### config.mk
export PLATFORM = sky130hd
export DESIGN_NAME = snake_frame_sched
export DESIGN_NICKNAME = d
export VERILOG_FILES = /design/src/rtl/snake_frame_sched.sv
export SDC_FILE = /design/constraint.sdc
export NUM_CORES = 1
export LEC_CHECK = 0
export CAP_MARGIN = 20
export CORE_MARGIN = 2
export CORE_UTILIZATION = 45
export CTS_BUF_LIST = sky130_fd_sc_hd__clkbuf_8 sky130_fd_sc_hd__clkbuf_16
export DETAILED_ROUTE_END_ITERATION = 7
export PLACE_DENSITY = 0.74
export SYNTH_ARGS = -nofsm -noshare
export SYNTH_HDL_FRONTEND = slang
export SYNTH_SLANG_ARGS = --single-unit
### constraint.sdc
create_clock -name clk -period 2.5 [get_ports clk]
set_input_delay 0.625 -clock clk [delete_from_list [all_inputs] [get_ports clk]]
set_output_delay 0.625 -clock clk [all_outputs]
set_load 0.01 [all_outputs]
### src/rtl/snake_frame_sched.sv
// snake_frame_sched: builds one display frame per accepted frame_start. It clears the
//   matrix decoder, streams every snake body cell from the coordinate RAM into it, then
//   adds the food cell.
// Latency: CLEAR starts 1 cycle after frame_start. Body entry k is on dec_in at T+3+k,
//   food is at T+3+len and frame_done at T+4+len. All outputs are registered.
// Backpressure: none. The decoder and RAM accept one item per cycle. frame_start is
//   only sampled in IDLE.
//
// Ports:
//   clk, rst           - clock; asynchronous active-high reset
//   frame_start        - request a frame (IDLE only)
//   body_len           - body cell count, latched on an accepted frame_start
//   body_addr/body_rd  - RAM read port; body_data returns 1 cycle after body_rd
//   body_data          - body cell coordinate {col[7:4], row[3:0]}
//   food_valid/pos     - food presence and coordinate
//   dec_clr/in/valid   - matrix decoder clear, coordinate and strobe
//   busy, frame_done   - busy from CLEAR through DONE; one-cycle completion pulse
//
// Build option FOOD_BLINK_EN: when defined, a parity bit flips at every frame_done.
//   Food is drawn only on frames where that parity is 0, so the food blinks.

module snake_frame_sched (
    input  logic       clk,
    input  logic       rst,
    input  logic       frame_start,
    input  logic [7:0] body_len,
    output logic [7:0] body_addr,
    output logic       body_rd,
    input  logic [7:0] body_data,
    input  logic       food_valid,
    input  logic [7:0] food_pos,
    output logic       dec_clr,
    output logic [7:0] dec_in,
    output logic       dec_valid,
    output logic       busy,
    output logic       frame_done
);

    typedef enum logic [2:0] {
        S_IDLE,
        S_CLEAR,
        S_BODY,
        S_FOOD,
        S_DONE
    } state_t;

    state_t     state_q, state_d;
    logic [7:0] len_q, len_d;
    logic       clr_ph_q, clr_ph_d;   // second CLEAR cycle when set
    logic [7:0] ent_q, ent_d;         // body entries already presented
    logic [7:0] addr_q, addr_d;
    logic       rd_q, rd_d;
    logic       clr_q, clr_d;
    logic [7:0] dec_in_q, dec_in_d;
    logic       dec_vld_q, dec_vld_d;
    logic       busy_q, busy_d;
    logic       done_q, done_d;
    logic       food_en;

`ifdef FOOD_BLINK_EN
    logic parity_q, parity_d;

    assign food_en  = food_valid & ~parity_q;
    assign parity_d = (state_q == S_FOOD) ? ~parity_q : parity_q;

    always_ff @(posedge clk or posedge rst) begin
        if (rst) begin
            parity_q <= 1'b0;
        end else begin
            parity_q <= parity_d;
        end
    end
`else
    assign food_en = food_valid;
`endif

    always_comb begin
        state_d   = state_q;
        len_d     = len_q;
        clr_ph_d  = clr_ph_q;
        ent_d     = ent_q;
        addr_d    = addr_q;
        rd_d      = rd_q;
        dec_in_d  = dec_in_q;
        dec_vld_d = 1'b0;

        // The read engine runs ahead of the decoder by two cycles. It stops after
        // address len-1 and holds that address, so the address never wraps.
        if (rd_q) begin
            if (addr_q == len_q - 8'd1) begin
                rd_d = 1'b0;
            end else begin
                addr_d = addr_q + 8'd1;
            end
        end

        case (state_q)
            S_IDLE: begin
                if (frame_start) begin
                    state_d  = S_CLEAR;
                    len_d    = body_len;
                    clr_ph_d = 1'b0;
                    addr_d   = 8'd0;
                    rd_d     = (body_len != 8'd0);
                end
            end
            S_CLEAR: begin
                if (!clr_ph_q) begin
                    clr_ph_d = 1'b1;
                end else if (len_q != 8'd0) begin
                    // The entry 0 read issued on the first CLEAR cycle has returned.
                    state_d   = S_BODY;
                    dec_in_d  = body_data;
                    dec_vld_d = 1'b1;
                    ent_d     = 8'd1;
                end else begin
                    state_d = S_FOOD;
                end
            end
            S_BODY: begin
                if (ent_q == len_q) begin
                    state_d = S_FOOD;
                end else begin
                    dec_in_d  = body_data;
                    dec_vld_d = 1'b1;
                    ent_d     = ent_q + 8'd1;
                end
            end
            S_FOOD:  state_d = S_DONE;
            S_DONE:  state_d = S_IDLE;
            default: state_d = S_IDLE;
        endcase

        // Outputs are registered, so food is loaded on the edge that enters FOOD.
        if (state_d == S_FOOD && state_q != S_FOOD && food_en) begin
            dec_in_d  = food_pos;
            dec_vld_d = 1'b1;
        end
    end

    assign busy_d = (state_d != S_IDLE);
    assign clr_d  = (state_d == S_CLEAR);
    assign done_d = (state_d == S_DONE);

    always_ff @(posedge clk or posedge rst) begin
        if (rst) begin
            state_q   <= S_IDLE;
            len_q     <= 8'd0;
            clr_ph_q  <= 1'b0;
            ent_q     <= 8'd0;
            addr_q    <= 8'd0;
            rd_q      <= 1'b0;
            clr_q     <= 1'b0;
            dec_in_q  <= 8'h00;
            dec_vld_q <= 1'b0;
            busy_q    <= 1'b0;
            done_q    <= 1'b0;
        end else begin
            state_q   <= state_d;
            len_q     <= len_d;
            clr_ph_q  <= clr_ph_d;
            ent_q     <= ent_d;
            addr_q    <= addr_d;
            rd_q      <= rd_d;
            clr_q     <= clr_d;
            dec_in_q  <= dec_in_d;
            dec_vld_q <= dec_vld_d;
            busy_q    <= busy_d;
            done_q    <= done_d;
        end
    end

    assign body_addr  = addr_q;
    assign body_rd    = rd_q;
    assign dec_clr    = clr_q;
    assign dec_in     = dec_in_q;
    assign dec_valid  = dec_vld_q;
    assign busy       = busy_q;
    assign frame_done = done_q;

endmodule

==> results of run 1 <==
==> cells in the final DEF, fill, tap and decap left out, types with 2 or more instances in the layout <==
master	instances
a21oi_1	12
a221o_1	8
and3b_1	2
buf_4	20
clkbuf_8	6
clkdlybuf4s50_1	48
dfrtp_1	41
ha_1	3
inv_1	8
nand2_1	39
nand3_1	2
nand4_1	5
nor2_1	14
nor2b_1	9
nor3_1	7
nor3b_1	2
nor4_1	3
o21ai_0	8
o21ai_1	4
o31ai_1	3
or3_1	2
or3_2	5
or4_2	3
or4_4	2
xnor2_1	21
xor2_1	3
==> per-layer routing <==
layer / up-vias / global-route usage / wire length [um]
li1: 935 / - / -
met1: 881 / 0.284 / 2400
met2: 44 / 0.336 / 2430
met3: 10 / 0.0521 / 226
met4: 0 / 0.0869 / 87
met5: - / 0 / 0
==> per-stage QoR <==
step / area (sq um) / power (uW) / setup slack, ns / utilization
2_1_floorplan: 2180 / 2140 / 0.00119 / -
3_3_place_gp: 2830 / 2780 / 0.0534 / 0.603
3_5_place_dp: 2830 / 2830 / -0.0653 / 0.603
4_1_cts: 2980 / 3420 / 0.000423 / 0.634
5_1_grt: 3010 / 3720 / -0.0990 / 0.641
6_report: 3010 / 3460 / -0.0211 / 0.641
==> power by group <==
part           internal [uW]  switching, uW
clock network            322            236
registers                902            257
logic                    936            812
total                   2160           1300
==> area by class of cell <==
type | count | area [sq um]
Clock buffer | 6 | 82.6
Multi-Input combinational cell | 171 | 1120
Inverter | 7 | 26.3
Fill cell | 367 | 1690
Clock inverter | 2 | 33.8
Tap cell | 54 | 67.6
Timing Repair Buffer | 69 | 651
Sequential cell | 41 | 1030
==> registers in the layout (all words and copies together), names as in the netlist <==
signal	cells
body_addr	8
dec_in	8
ent_q	8
len_q	8
state_q	3
body_rd	1
busy	1
clr_ph_q	1
dec_clr	1
dec_valid	1
frame_done	1
==> repair_timing <==
item                       in CTS  in global routing
resized for setup               4                  7
setup endpoints to repair       6                  8
setup buffers                   1                  0
==> worst max-delay path, stage by stage, from the launching register on <==
cell and delay (ns):
dfrtp_1 0.39, or4_4 0.58, nor3b_2 0.29, a2111oi_4 0.07, o2111a_2 0.31, or4_2 0.65, a21oi_1 0.16
==> worst max-delay path by stage <==
| stage | to | slack [ns] | cells after the start |
|---|---|---|---|
| 6_report | body_addr[5] | -0.02 | 6 |
| 5_1_grt | body_addr[5] | -0.1 | 6 |
| 4_1_cts | body_addr[1] | 0.0004 | 7 |
| 3_5_place_dp | body_addr[5] | -0.07 | 6 |
| 3_3_place_gp | body_addr[5] | 0.05 | 6 |
| 2_1_floorplan | body_addr[5] | 0.001 | 7 |
==> kinds of logic (layout without fill, tap and decap cells) <==
family	count (synthesis)	count (layout)
AO/OA/AOI/OAI	42	42
XOR/XNOR	24	24
adder cells (fa/ha/maj)	3	3
buffers and inverters	17	84
flip-flops	41	41
multiplexers	1	1
AND/OR/NAND/NOR	101	101
==> out/metrics.cfg, run 1 <==
[synthesis]
synth_commonest_cells=dfrtp_1, nand2_1, xnor2_1
synth-seq-cells=41
yosys.area_share.adder=0.0172
synth_ff_type=dfrtp_1
synth_top_area_cell=dfrtp_1
ys_warn_count=0
syn_nets=260
synthCells=229
synth-xor-area-share=0.0962
yosysMostFrequentCell=dfrtp_1
synth_compound_area_frac=0.134
yosys.area_share.simple=0.237
synth_area_sq_um=2180
yosysTopAreaCellShare=0.470
synth_top_family_by_area=simple AND/OR/NAND/NOR gates
yosys-top-cells-area=dfrtp_1, xnor2_1, nand2_1, a221o_1, a21oi_1
yosysSeqAreaShare=0.470
async_flop_share=1.00
yosysUniqueCellTypes=37
syn_avg_cell_area_sq_um=9.54
synth_mux_area_frac=0.00458
synth_edf_count=0

[grt]
grt_pass1_wl_um=8740
grt_antenna_before_repair=0
track_usage=0.214
grt_overflow=0
grt_max_degree=42
grt_pass1_vias=1834

[floorplanning]
die_y_um=73.7
ioPinCount=49
initial_core_util=0.466
num_rows=25
dieArea_sq_um=5430
die_x_um=73.7
core_area_sq_um=4690

[critical_path]
ff2ff_setup_slack_ns=-0.02
start_kind=flop
worstSetupStartpoint=len_q[5]
cp-end-kind=flop
critPathMaxFanout=5
regToRegEndpoint=body_addr[5]
worstPathRequired_ns=2.73
reg2reg_depth=6
r2r_start=len_q[5]
arrival_ns=2.75
critical_path_class=flop to flop

[detailed_routing]
vias_per_cell=5.34
avgRoutedWirePerCell_um=14.7
drt_wl_total_um=5150
drc=0
firstDrtPassIters=4
vias=1870
drt_iter0_markers=145
antenna_left=0

[min_path]
whs_endpoint=dec_in[4]
hp-start=dec_in[4]
whs_path_depth=1
min_path_type=flop to flop

[cts]
cts_made_buffers=5
cts_tree=yes
htreeDepth=2
cts_buffer_depth=2
insertion_delay_ns=0.30
ctsHoldBuffers=0
cts-root-buf=clkbuf_8
clock-sinks=41
clk_pin_slew_ns=0.08

[power]
powerDensity_nw_per_um2=1150
p_leak_uw=0.00128
ir_drop_mv=0.665

[timing]
setup_viol=1
period_needed_ns=2.52
hold_ws_ns=0.524
finalClockSkew_ns=0.00533
rsz0062_at_grt=true
tightest_slew_ns=0.528
hold_viol=0
setup_ws_ns=-0.0211
tns_ns=-0.0211
min_period_over_period=1.01
relSlewSlack=0.648
fmax_mhz=397
final-max-slew-violation-count=0

[final_layout]
final_nets=326
antenna_cells=0
drive_gt1_frac=0.149
final_cell_count_no_fill=350
area_growth_pct=37.6

[placement]
hpwl_um=3690
place.port_buffers=48
place.gp.congestion=0.850
place_inst=341

[run]
cap_violations=0

[run_status]
violations=setup timing
run_status=finished, violations left

No activity file was read; power rests on OpenSTA's default activity.
==> run 2, diff against run 1 <==
--- a/config.mk
+++ b/config.mk
@@ -9,6 +9,7 @@
 export CORE_MARGIN = 2
 export CORE_UTILIZATION = 45
 export CTS_BUF_LIST = sky130_fd_sc_hd__clkbuf_8 sky130_fd_sc_hd__clkbuf_16
+export CTS_CLUSTER_DIAMETER = 120
 export DETAILED_ROUTE_END_ITERATION = 7
 export PLACE_DENSITY = 0.74
 export SYNTH_ARGS = -nofsm -noshare
==> results of run 2 <==
The final DEF is identical to that of run 1; final timing and power are the same.
==> run 3, diff against run 2 <==
--- a/config.mk
+++ b/config.mk
@@ -5,13 +5,15 @@
 export SDC_FILE = /design/constraint.sdc
 export NUM_CORES = 1
 export LEC_CHECK = 0
+export ABC_AREA = 1
 export CAP_MARGIN = 20
 export CORE_MARGIN = 2
 export CORE_UTILIZATION = 45
 export CTS_BUF_LIST = sky130_fd_sc_hd__clkbuf_8 sky130_fd_sc_hd__clkbuf_16
 export CTS_CLUSTER_DIAMETER = 120
+export CTS_CLUSTER_SIZE = 25
 export DETAILED_ROUTE_END_ITERATION = 7
-export PLACE_DENSITY = 0.74
+export PLACE_DENSITY = 0.7
 export SYNTH_ARGS = -nofsm -noshare
 export SYNTH_HDL_FRONTEND = slang
 export SYNTH_SLANG_ARGS = --single-unit
==> constraint.sdc (replaced) <==
create_clock -name clk -period 2.39 [get_ports clk]
set_input_delay 0.5975 -clock clk [delete_from_list [all_inputs] [get_ports clk]]
set_output_delay 0.5975 -clock clk [all_outputs]
set_load 0.01 [all_outputs]
==> run 3 against run 2 <==
  * The flow now finishes without violations
  * Hold slack lost 0.0090 ns
  * Utilization shrank 4.9 points
  * Area after synthesis grew 11%
  * Setup slack gained 0.26 ns
  * Sequential power shrank 39%
  * Global-route usage shrank 2.2 points
  * Cell count grew 27%
  * Routed wire length grew 4.8%
==> out/metrics.cfg, run 3 <==
[run_status]
run_status=finished clean  ; was finished, violations left

[detailed_routing]
drt_iter0_markers=94  ; was 145
dr_wl_met3_um=264  ; was 226 um
firstDrtPassIters=4  ; unchanged
vias=2196  ; was 1870
vias_per_cell=4.95  ; was 5.34
wl_met1_um=2540  ; was 2400 um
route.met2.wl_um=2540  ; was 2430 um
top_layer=met4  ; unchanged
drt_wl_total_um=5390  ; was 5150 um
avgRoutedWirePerCell_um=12.1  ; was 14.7 um
antenna_left=0  ; unchanged
drc=0  ; unchanged

[synthesis]
synth_top_area_cell=dfrtp_1  ; unchanged
synth_ff_type=dfrtp_1  ; unchanged
async_flop_share=1.00  ; unchanged
yosysUniqueCellTypes=32  ; was 37
ys_warn_count=0  ; unchanged
synthCells=324  ; was 229
synth-seq-cells=41  ; unchanged
yosysTopAreaCellShare=0.423  ; was 0.470
synth_edf_count=0  ; unchanged
syn_avg_cell_area_sq_um=7.49  ; was 9.54 sq um
yosys-top-cells-area=dfrtp_1, nand2_1, nand3_1, inv_1, nor2_1  ; was dfrtp_1, xnor2_1, nand2_1, a221o_1, a21oi_1
synth_area_sq_um=2430  ; was 2180 sq um
yosysMostFrequentCell=nand2_1  ; was dfrtp_1
syn_nets=355  ; was 260
synth_commonest_cells=nand2_1, nand3_1, dfrtp_1, inv_1, nor2_1  ; was dfrtp_1, nand2_1, xnor2_1
yosysSeqAreaShare=0.423  ; was 0.470

[floorplanning]
die_x_um=77.4  ; was 73.7 um
dieArea_sq_um=5990  ; was 5430 sq um
core_area_sq_um=5140  ; was 4690 sq um
num_rows=26  ; was 25
ioPinCount=49  ; unchanged
initial_core_util=0.472  ; was 0.466
die_y_um=77.4  ; was 73.7 um

[power]
combPwrFrac=0.072  ; was 0.505
switching_share=0.236  ; was 0.376
p_leak_uw=0.00148  ; was 0.00128 uW
powerDensity_nw_per_um2=417  ; was 1150 nW/um^2
ir_drop_mv=0.358  ; was 0.665 mV
power_frac_seq=0.555  ; was 0.334
power.share.clock=0.372  ; was 0.161
p_sw_uw=299  ; was 1300 uW
power.internal_uw=968  ; was 2160 uW

[critical_path]
r2r_start=len_q[0]  ; was len_q[5]
arrival_ns=1.56  ; was 2.75 ns
reg2reg_depth=7  ; was 6
critPathMaxFanout=15  ; was 5
cp-end-kind=primary output  ; was flop
critical_path_depth=1  ; was 6
slowest_delay_ns=0.63  ; was 0.65 ns
worstPathRequired_ns=1.79  ; was 2.73 ns
critPathCapture=body_rd  ; was body_addr[5]
crit_family=flip-flops  ; was simple AND/OR/NAND/NOR gates
ff2ff_setup_slack_ns=0.33  ; was -0.02 ns
critical-path-slowest-cell=dfrtp_1  ; was or4_2
critical_path_class=flop to primary output  ; was flop to flop
regToRegEndpoint=busy  ; was body_addr[5]
worstSetupStartpoint=body_rd  ; was len_q[5]
path_buf_inv=1  ; was 0
start_kind=flop  ; unchanged
crit_chain=clkdlybuf4s50_1  ; was or4_4, nor3b_2, a2111oi_4, o2111a_2, or4_2, a21oi_1

[timing]
tightest_slew_ns=0.530  ; was 0.528 ns
setup_viol=0  ; was 1
hold_viol=0  ; unchanged
period_needed_ns=2.16
relSlewSlack=0.646  ; was 0.648
tns_ns=0  ; was -0.0211 ns
finalClockSkew_ns=0.00687  ; was 0.00533 ns
fmax_mhz=464
min_period_over_period=0.902
rsz0062_at_grt=false  ; was true
final-max-slew-violation-count=0  ; unchanged

[placement]
place.gp.congestion=0.842  ; was 0.850
hpwl_um=4050  ; was 3690 um
place.port_buffers=48  ; unchanged

[min_path]
min_path_type=flop to flop  ; unchanged

[cts]
cts_buffer_depth=2  ; unchanged
cts_resized=0  ; was 4
clock-sinks=41  ; unchanged
ctsHoldBuffers=0  ; unchanged
htreeDepth=2  ; unchanged
cts-root-buf=clkbuf_8  ; unchanged
post_cts_buffers=0  ; was 1
clk_pin_slew_ns=0.09  ; was 0.08 ns
cts_made_buffers=5  ; unchanged
cts_tree=yes  ; unchanged
insertion_delay_ns=0.30  ; about the same

[grt]
grt_antenna_before_repair=0  ; unchanged
grt_pass1_wl_um=9290  ; was 8740 um
grt_overflow=0  ; unchanged
grt_pass1_vias=2128  ; was 1834
grt_max_degree=42  ; unchanged
track_usage=0.192  ; was 0.214

[run]
cap_violations=0  ; unchanged

[final_layout]
nFillCells=495  ; was 367
final_nets=404  ; was 326
final_cell_mix=nand2_1, clkdlybuf4s50_1, nand3_1, inv_1, dfrtp_1  ; was clkdlybuf4s50_1, dfrtp_1, nand2_1, xnor2_1, buf_4
area_growth_pct=25.3  ; was 37.6%
multi_input_area_sq_um=1170  ; was 1120 sq um
final_core_util=0.592  ; was 0.641
ff_latch_area_sq_um=1030  ; unchanged
drive_gt1_frac=0.0775  ; was 0.149
antenna_cells=0  ; unchanged
mostFrequentLayoutCell=nand2_1  ; was clkdlybuf4s50_1

[run 3: cell count changes in the layout (fill, tap and decap cells not counted), sizes merged, moves of 5 or more]
cell   previous run  this run
inv               8        46
nor2             14        30
a221o             8         0
or3               7         1
nand3             2        44
or4               5         0
nor2b             9         0
a21oi            12         6
nand2            39        97
xnor2            21         7
buf              21         2
[run 3: how the worst min path moves through the flow]
stage	from	cells after the start	endpoint
after floorplan	clr_ph_q	1	clr_ph_q
after global routing	dec_in[0]	2	dec_in[0]
after detailed placement	dec_in[0]	2	dec_in[0]
final	dec_in[0]	2	dec_in[0]
after global placement	dec_in[4]	2	dec_in[4]
after CTS	dec_in[0]	2	dec_in[0]
[run 3: area by class of cell]
class | instances | area share
clock buffer | 5 | 0.0226
inverter | 45 | 0.0556
multi-input combinational | 230 | 0.384
timing repair buffer | 50 | 0.163
sequential | 41 | 0.337
tap | 70 | 0.0288
clock inverter | 3 | 0.00823
[run 3: per-stage QoR]
step / instances / worst slack, ns / hold slack [ns] / power (uW) / area (sq um)
after floorplan: 324 / 0.720 / 0.486 / 744 / 2430
final: 444 / 0.234 / 0.515 / 1270 / 3040
after global placement: 436 / 0.411 / 0.491 / 811 / 2950
after CTS: 444 / 0.231 / 0.522 / 1280 / 3040
after detailed placement: 436 / 0.349 / 0.502 / 811 / 2950
after global routing: 444 / 0.167 / 0.546 / 1330 / 3040
[run 3: tightest hold or removal path, stage by stage (launching register included)]
cell and delay (ns):
dfrtp_1 0.35, nand3_1 0.07, nand3_1 0.06
[run 3: logic make-up (layout without fill, tap and decap cells)]
logic type / after synthesis / after routing / share of synthesized area
XOR/XNOR: 13 / 13 / 0.0469
AO/OA/AOI/OAI: 25 / 25 / 0.0619
flip-flops: 41 / 41 / 0.423
buffers and inverters: 53 / 103 / 0.0954
adder cells (fa/ha/maj): 3 / 3 / 0.0155
AND/OR/NAND/NOR: 189 / 189 / 0.357
[run 3: power by group through the flow]
| stage | sequential [uW] | clock (uW) | combinational [uW] |
|---|---|---|---|
| floorplan | 721 | 0 | 23.4 |
| global placement | 718 | 0 | 93.2 |
| detailed placement | 718 | 0 | 93.2 |
| CTS | 704 | 487 | 93.5 |
| global route | 705 | 519 | 102 |
| finish | 704 | 472 | 91.4 |
[run 3: routing by layer]
layer,GRT usage,up-vias
met4,0.0589,0
met3,0.0442,4
met1,0.241,1011
li1,-,1124
met5,0,-
met2,0.330,57
